## config.mk

```make
export PLATFORM = sky130hd
export DESIGN_NAME = irq_source_ctrl
export DESIGN_NICKNAME = d
export VERILOG_FILES = /design/src/rtl/irq_source_ctrl.sv
export SDC_FILE = /design/constraint.sdc
export NUM_CORES = 1
export LEC_CHECK = 0
export ABC_CLOCK_PERIOD_IN_PS = 1100
export CAP_MARGIN = 0
export CORE_MARGIN = 2
export CORE_UTILIZATION = 42
export CTS_BUF_LIST = sky130_fd_sc_hd__clkbuf_16
export DETAILED_ROUTE_END_ITERATION = 6
export PLACE_DENSITY = 0.82
export SLEW_MARGIN = 20
export SYNTH_ARGS = -nofsm -noshare
export SYNTH_HDL_FRONTEND = slang
export SYNTH_SLANG_ARGS = --single-unit
export TNS_END_PERCENT = 100
```

## constraint.sdc

```tcl
create_clock -name clk -period 1.1 [get_ports clk]
set_input_delay 0.275 -clock clk [delete_from_list [all_inputs] [get_ports clk]]
set_output_delay 0.275 -clock clk [all_outputs]
set_load 0.005 [all_outputs]
```

## src/rtl/irq_source_ctrl.sv

```systemverilog
// -----------------------------------------------------------------------------
// irq_source_ctrl
//
// Collects edge-triggered interrupt requests from N_SRC level source lines,
// holds them in a pending register, filters them through a mask register and
// dispatches the lowest-numbered enabled source to the CPU as a fixed-length
// ir_req pulse. After dispatch the controller waits for ERET, then keeps
// ir_req low for a recovery gap before it can dispatch again.
//
// Ports
//   clk         main clock, all state updates on the rising edge
//   rst         synchronous reset, active low
//   src_irq     level source lines; a 0->1 transition is a request
//   mask_we     load mask_wdata into the mask register
//   mask_wdata  new mask value (1 = source enabled)
//   clr_we      apply clr_data as write-1-to-clear on pending
//   clr_data    pending bits to clear
//   eret        one-cycle pulse when the CPU executes ERET
//   ir_req      registered interrupt request to the CPU
//   cause_id    index of the source being serviced
//   pending     pending register
//   mask        mask register
//   busy        high whenever the controller is not idle
// -----------------------------------------------------------------------------
module irq_source_ctrl #(
  parameter int N_SRC     = 4,
  parameter int PULSE_LEN = 4,
  parameter int MIN_LOW   = 2
) (
  input  logic             clk,
  input  logic             rst,
  input  logic [N_SRC-1:0] src_irq,
  input  logic             mask_we,
  input  logic [N_SRC-1:0] mask_wdata,
  input  logic             clr_we,
  input  logic [N_SRC-1:0] clr_data,
  input  logic             eret,
  output logic             ir_req,
  output logic [2:0]       cause_id,
  output logic [N_SRC-1:0] pending,
  output logic [N_SRC-1:0] mask,
  output logic             busy
);

  // Controller states.
  localparam logic [1:0] ST_IDLE    = 2'd0;
  localparam logic [1:0] ST_ASSERT  = 2'd1;
  localparam logic [1:0] ST_SERVICE = 2'd2;
  localparam logic [1:0] ST_RECOVER = 2'd3;

  // One counter width covers both the pulse and the recovery gap.
  localparam int CNT_W = (PULSE_LEN > MIN_LOW) ? $clog2(PULSE_LEN) + 1
                                                : $clog2(MIN_LOW) + 1;

  localparam logic [CNT_W-1:0] PULSE_LAST = CNT_W'(PULSE_LEN - 1);
  localparam logic [CNT_W-1:0] LOW_LAST   = CNT_W'(MIN_LOW - 1);
  localparam logic [CNT_W-1:0] CNT_ZERO   = {CNT_W{1'b0}};
  localparam logic [CNT_W-1:0] CNT_ONE    = {{(CNT_W-1){1'b0}}, 1'b1};

  localparam logic [N_SRC-1:0] SRC_ZERO = {N_SRC{1'b0}};
  localparam logic [N_SRC-1:0] SRC_ONES = {N_SRC{1'b1}};
  localparam logic [N_SRC-1:0] SRC_LSB  = {{(N_SRC-1){1'b0}}, 1'b1};

  // Priority encoder: lowest set index, 0 when nothing is set.
  function automatic logic [2:0] lowest_idx(input logic [N_SRC-1:0] vec);
    logic [2:0] idx;
    logic       found;
    idx   = 3'd0;
    found = 1'b0;
    for (int i = 0; i < N_SRC; i++) begin
      if (vec[i] && !found) begin
        idx   = 3'(i);
        found = 1'b1;
      end
    end
    return idx;
  endfunction

  // Registered state.
  logic [1:0]       state_r;
  logic [CNT_W-1:0] pulse_cnt_r;
  logic [CNT_W-1:0] low_cnt_r;
  logic             eret_seen_r;
  logic [N_SRC-1:0] src_prev_r;
  logic [N_SRC-1:0] pending_r;
  logic [N_SRC-1:0] mask_r;
  logic [2:0]       cause_r;
  logic             ir_req_r;
  logic             busy_r;

  // Next-state values.
  logic [1:0]       state_nxt_s;
  logic [CNT_W-1:0] pulse_cnt_nxt_s;
  logic [CNT_W-1:0] low_cnt_nxt_s;
  logic             eret_seen_nxt_s;
  logic [2:0]       cause_nxt_s;
  logic [N_SRC-1:0] disp_clr_s;
  logic [N_SRC-1:0] new_edge_s;
  logic [N_SRC-1:0] user_clr_s;
  logic [N_SRC-1:0] active_s;
  logic [N_SRC-1:0] pending_nxt_s;

  // Edge detection, dispatch candidates and pending update (set beats clear).
  always_comb begin
    new_edge_s    = src_irq & ~src_prev_r;
    user_clr_s    = clr_we ? clr_data : SRC_ZERO;
    active_s      = pending_r & mask_r;
    pending_nxt_s = (pending_r & ~user_clr_s & ~disp_clr_s) | new_edge_s;
  end

  // Controller next-state logic.
  always_comb begin
    state_nxt_s     = state_r;
    pulse_cnt_nxt_s = pulse_cnt_r;
    low_cnt_nxt_s   = low_cnt_r;
    eret_seen_nxt_s = eret_seen_r;
    cause_nxt_s     = cause_r;
    disp_clr_s      = SRC_ZERO;
    case (state_r)
      ST_IDLE: begin
        if (|active_s) begin
          state_nxt_s     = ST_ASSERT;
          cause_nxt_s     = lowest_idx(active_s);
          disp_clr_s      = SRC_LSB << lowest_idx(active_s);
          pulse_cnt_nxt_s = CNT_ZERO;
          eret_seen_nxt_s = 1'b0;
        end else begin
          state_nxt_s = ST_IDLE;
        end
      end
      ST_ASSERT: begin
        if (pulse_cnt_r == PULSE_LAST) begin
          pulse_cnt_nxt_s = CNT_ZERO;
          eret_seen_nxt_s = 1'b0;
          // An ERET that arrived during the pulse skips SERVICE entirely.
          if (eret_seen_r || eret) begin
            state_nxt_s   = ST_RECOVER;
            low_cnt_nxt_s = CNT_ZERO;
          end else begin
            state_nxt_s = ST_SERVICE;
          end
        end else begin
          pulse_cnt_nxt_s = pulse_cnt_r + CNT_ONE;
          if (eret) begin
            eret_seen_nxt_s = 1'b1;
          end else begin
            eret_seen_nxt_s = eret_seen_r;
          end
        end
      end
      ST_SERVICE: begin
        if (eret) begin
          state_nxt_s   = ST_RECOVER;
          low_cnt_nxt_s = CNT_ZERO;
        end else begin
          state_nxt_s = ST_SERVICE;
        end
      end
      ST_RECOVER: begin
        if (low_cnt_r == LOW_LAST) begin
          state_nxt_s   = ST_IDLE;
          low_cnt_nxt_s = CNT_ZERO;
        end else begin
          low_cnt_nxt_s = low_cnt_r + CNT_ONE;
        end
      end
      default: begin
        state_nxt_s     = ST_IDLE;
        pulse_cnt_nxt_s = CNT_ZERO;
        low_cnt_nxt_s   = CNT_ZERO;
        eret_seen_nxt_s = 1'b0;
      end
    endcase
  end

  // State, counters and registered outputs; reset also re-samples the
  // source lines so a line already high produces no edge.
  always_ff @(posedge clk) begin
    if (!rst) begin
      state_r     <= ST_IDLE;
      pulse_cnt_r <= CNT_ZERO;
      low_cnt_r   <= CNT_ZERO;
      eret_seen_r <= 1'b0;
      src_prev_r  <= src_irq;
      pending_r   <= SRC_ZERO;
      mask_r      <= SRC_ONES;
      cause_r     <= 3'd0;
      ir_req_r    <= 1'b0;
      busy_r      <= 1'b0;
    end else begin
      state_r     <= state_nxt_s;
      pulse_cnt_r <= pulse_cnt_nxt_s;
      low_cnt_r   <= low_cnt_nxt_s;
      eret_seen_r <= eret_seen_nxt_s;
      src_prev_r  <= src_irq;
      pending_r   <= pending_nxt_s;
      mask_r      <= mask_we ? mask_wdata : mask_r;
      cause_r     <= cause_nxt_s;
      ir_req_r    <= (state_nxt_s == ST_ASSERT);
      busy_r      <= (state_nxt_s != ST_IDLE);
    end
  end

  assign ir_req   = ir_req_r;
  assign cause_id = cause_r;
  assign pending  = pending_r;
  assign mask     = mask_r;
  assign busy     = busy_r;

endmodule

```

==> results summary <==
The final clock period utilization by the worst path is 1.19. The xor/xnor share of the synthesized area is 0. The number of max-slew violations in the final report was 0. In the routed design, unresolved DRC markers number 0. The checks that failed: negative setup slack.

By area the synthesized netlist is led by sky130_fd_sc_hd__dfxtp_1 47%, sky130_fd_sc_hd__nand2_1 9.4%, sky130_fd_sc_hd__mux2i_1 3.7%. The area enclosed by the die boundary came out at 2980 um^2. The number of primary I/O pins is 30. The number of warning messages in the yosys log is 0. The number of different library cells in the post-synthesis netlist is 36. The post-DP HPWL came out at 1850 um. The worst hold path belongs to the class register to register. The total clock sinks came out at 25. The leakage power figure came out at 0.815 nW. For this run, the leading register cell type out of synthesis is sky130_fd_sc_hd__dfxtp_1. The fmax is 0.762 GHz.

The buffer type at the clock tree root is sky130_fd_sc_hd__clkbuf_16. The fraction of registers with async set or reset after synthesis is 0. The repair_antennas step left the layout with diodes totalling 0. The width of the chip is 54.6 um.

The proportion of layout cells with a drive suffix above 1 is 0.473. The clock-pin slew of the registers on the worst-case setup and hold paths came out at 60 ps. The global-route wire length before repair came out at 4750 um.

The total grt overflow is 0. The initial antenna violation count was 0. The total count of hold-check failures in the final report came out at 0. STA classifies the critical path endpoint as a register. The critical path is of the register to register type. The combinational family with the most area after synthesis is simple AND/OR/NAND/NOR gates. The post-synthesis sequential area ratio is 0.465. The number of vias per cell came out at 5.45. The antenna violation net count after detailed routing came out at 0. The portion of synthesized area spent on multiplexers is 0.0372. The pin count of the biggest net entering global routing is 14.

Setup repair after global routing could not meet its margin everywhere. The routed layout has 1,155 vias. The area share of the leading cell type in the synthesized netlist is 0.465. In this run the mean area of a mapped cell was 8.75 um^2. The vertical die dimension came out at 54.6 um. The worst-case clock buffer depth is 2. Counting flops and latches in the post-synthesis netlist gives 25. The initial core utilization is 0.438. The maximum fanout along the worst path came out at 4. The number of filler cells placed in the layout is 135. The via count of the first global-routing pass is 1,086. The clock latency on the worst-skew pair came out at 260 ps. The gate count after technology mapping came out at 123. The count of routing violations after the opening detailed-route iteration came out at 23. By count the netlist is led by 27 x sky130_fd_sc_hd__nand2_1, 25 x sky130_fd_sc_hd__dfxtp_1, 7 x sky130_fd_sc_hd__nor2_1. The final hold slack came out at 477 ps. The run finished, with violations left. The critical path starts at state_r[0]. The H-tree depth came out at 1. Of the total synthesized cell area, the portion taken by AND, OR, NAND and NOR gates is 0.256. The startpoint of the lowest-slack register-to-register path is state_r[0]. The all-layer global routing usage is 0.226. The worst hold path begins at src_prev_r[3].

The number of buffers added on ports is 28. The summed area of non-filler cells in the final layout is 1870 um^2. The layout-stage area growth over the synthesis result is 73.5%.

The minimum period implied by the final worst setup slack came out at 1310 ps. The count of flip-flops with a built-in enable after synthesis came out at 0. The total power per unit cell area came out at 1280 nW/um^2. The final estimated routing congestion in global placement is 0.849.

The number of violations of the max-capacitance limit came out at 0. The mapped netlist covers 1080 um^2. The number of nets in the layout came out at 201. The area fraction in compound gates after synthesis came out at 0.179. The number of clock buffers inserted by TritonCTS is 3.

The arrival time of the worst setup path is 1460 ps. The post-layout worst setup margin is -212 ps. The floorplan has 18 rows. The final count of negative-setup-slack endpoints came out at 15.

The first detailed-routing pass took 4 iterations. Summing all placed instances gives a cell area of 1520 um^2. The final routed wirelength across all metal layers came out at 3190 um. The adder and majority gate portion of the synthesized area is 0.0116. The total core area came out at 2450 um^2.

The worst slack at placement came out at -349 ps. The worst setup path is launched from a register. The dominant cell by count in the synthesized netlist is sky130_fd_sc_hd__nand2_1. Across the VDD grid, the largest voltage drop is 1110 uV. The worst clock skew came out at 1.30 ps.

When the netlist entered floorplanning its net count stood at 141. TritonCTS built the clock tree. The fraction of the core area covered by cells at the end of the flow came out at 0.760. In the final routed layout, each cell accounts on average for 15.1 um. The cell type with the largest total area after synthesis is sky130_fd_sc_hd__dfxtp_1. The critical path data required time is 1240 ps.
-- path summary, 6_finish.rpt --
| check | to | slack (ps) | cells past startpoint |
|---|---|---|---|
| setup / recovery | state_r[0] | -210 | 5 |
| hold / removal | pending[3] | 480 | 2 |
| setup reg to reg | state_r[0] | -210 | 5 |
| hold reg to reg | pending[3] | 480 | 2 |
-- cells in the final DEF (no fill, tap or decap), drive strengths merged, types with 7 or more instances in the layout --
| cell type | Yosys | routed |
|---|---|---|
| nor2 | 7 | 7 |
| dfxtp | 25 | 25 |
| buf | 4 | 39 |
| nand2 | 27 | 27 |
| clkdlybuf4s50 | 0 | 15 |
-- metrics by stage --
step	std cells	total power, W	setup TNS [ps]
5_1_grt	212	0.00249	-2460
6_report	212	0.00240	-1710
2_1_floorplan	123	0.00121	-152
4_1_cts	207	0.00231	-1140
3_3_place_gp	192	0.00141	-4400
3_5_place_dp	192	0.00142	-5150
-- per-layer routing --
| metal | track usage | vias up | wire length, um |
|---|---|---|---|
| met1 | 0.262 | 545 | 1290 |
| met2 | 0.375 | 58 | 1640 |
| met5 | 0 | - | 0 |
| met4 | 0.146 | 0 | 70 |
| met3 | 0.0437 | 10 | 188 |
| li1 | - | 542 | - |
-- state kept, by name (all words and copies together), names as in the netlist --
register / cells
state_r: 2
low_cnt_r: 3
mask: 4
pending: 4
pulse_cnt_r: 3
src_prev_r: 4
cause_id: 2
ir_req: 1
busy: 1
eret_seen_r: 1
-- timing repair --
action / 4_1_cts / 5_1_grt
endpoints found under the hold margin: 0 / 0
pin swaps: 18 / 12
hold buffers: 0 / 0
resized for setup: 75 / 21
setup endpoints to repair: 29 / 24
buffers inserted: 11 / 5
-- power breakdown --
part	switching, W	internal (W)
Clock	0.000317	0.000486
Combinational	0.000233	0.000345
Sequential	0.0000520	0.000967
Total	0.000601	0.00180
-- critical path: stages, from the launching register on --
cell	delay [ps]
sky130_fd_sc_hd__dfxtp_4	380
sky130_fd_sc_hd__a211oi_4	270
sky130_fd_sc_hd__buf_6	150
sky130_fd_sc_hd__nand3_2	110
sky130_fd_sc_hd__and3_4	190
sky130_fd_sc_hd__a21boi_0	110
-- kinds of logic after synthesis --
kind of cell    count (synthesis)
simple gates                   56
compound gates                 26
flops                          25
buf+inv                        10
mux                             4
fa+ha+maj                       1
other cells                     1
-- cell type report --
class	count	area, um^2	share of cell area
Clock buffer	3	75.1	0.0402
Multi-Input combinational cell	88	658	0.353
Timing Repair Buffer	61	549	0.294
Clock inverter	1	3.75	0.00201
Sequential cell	25	528	0.283
Inverter	4	15.0	0.00804
Tap cell	30	37.5	0.0201
(Power assumes the default switching activity.)
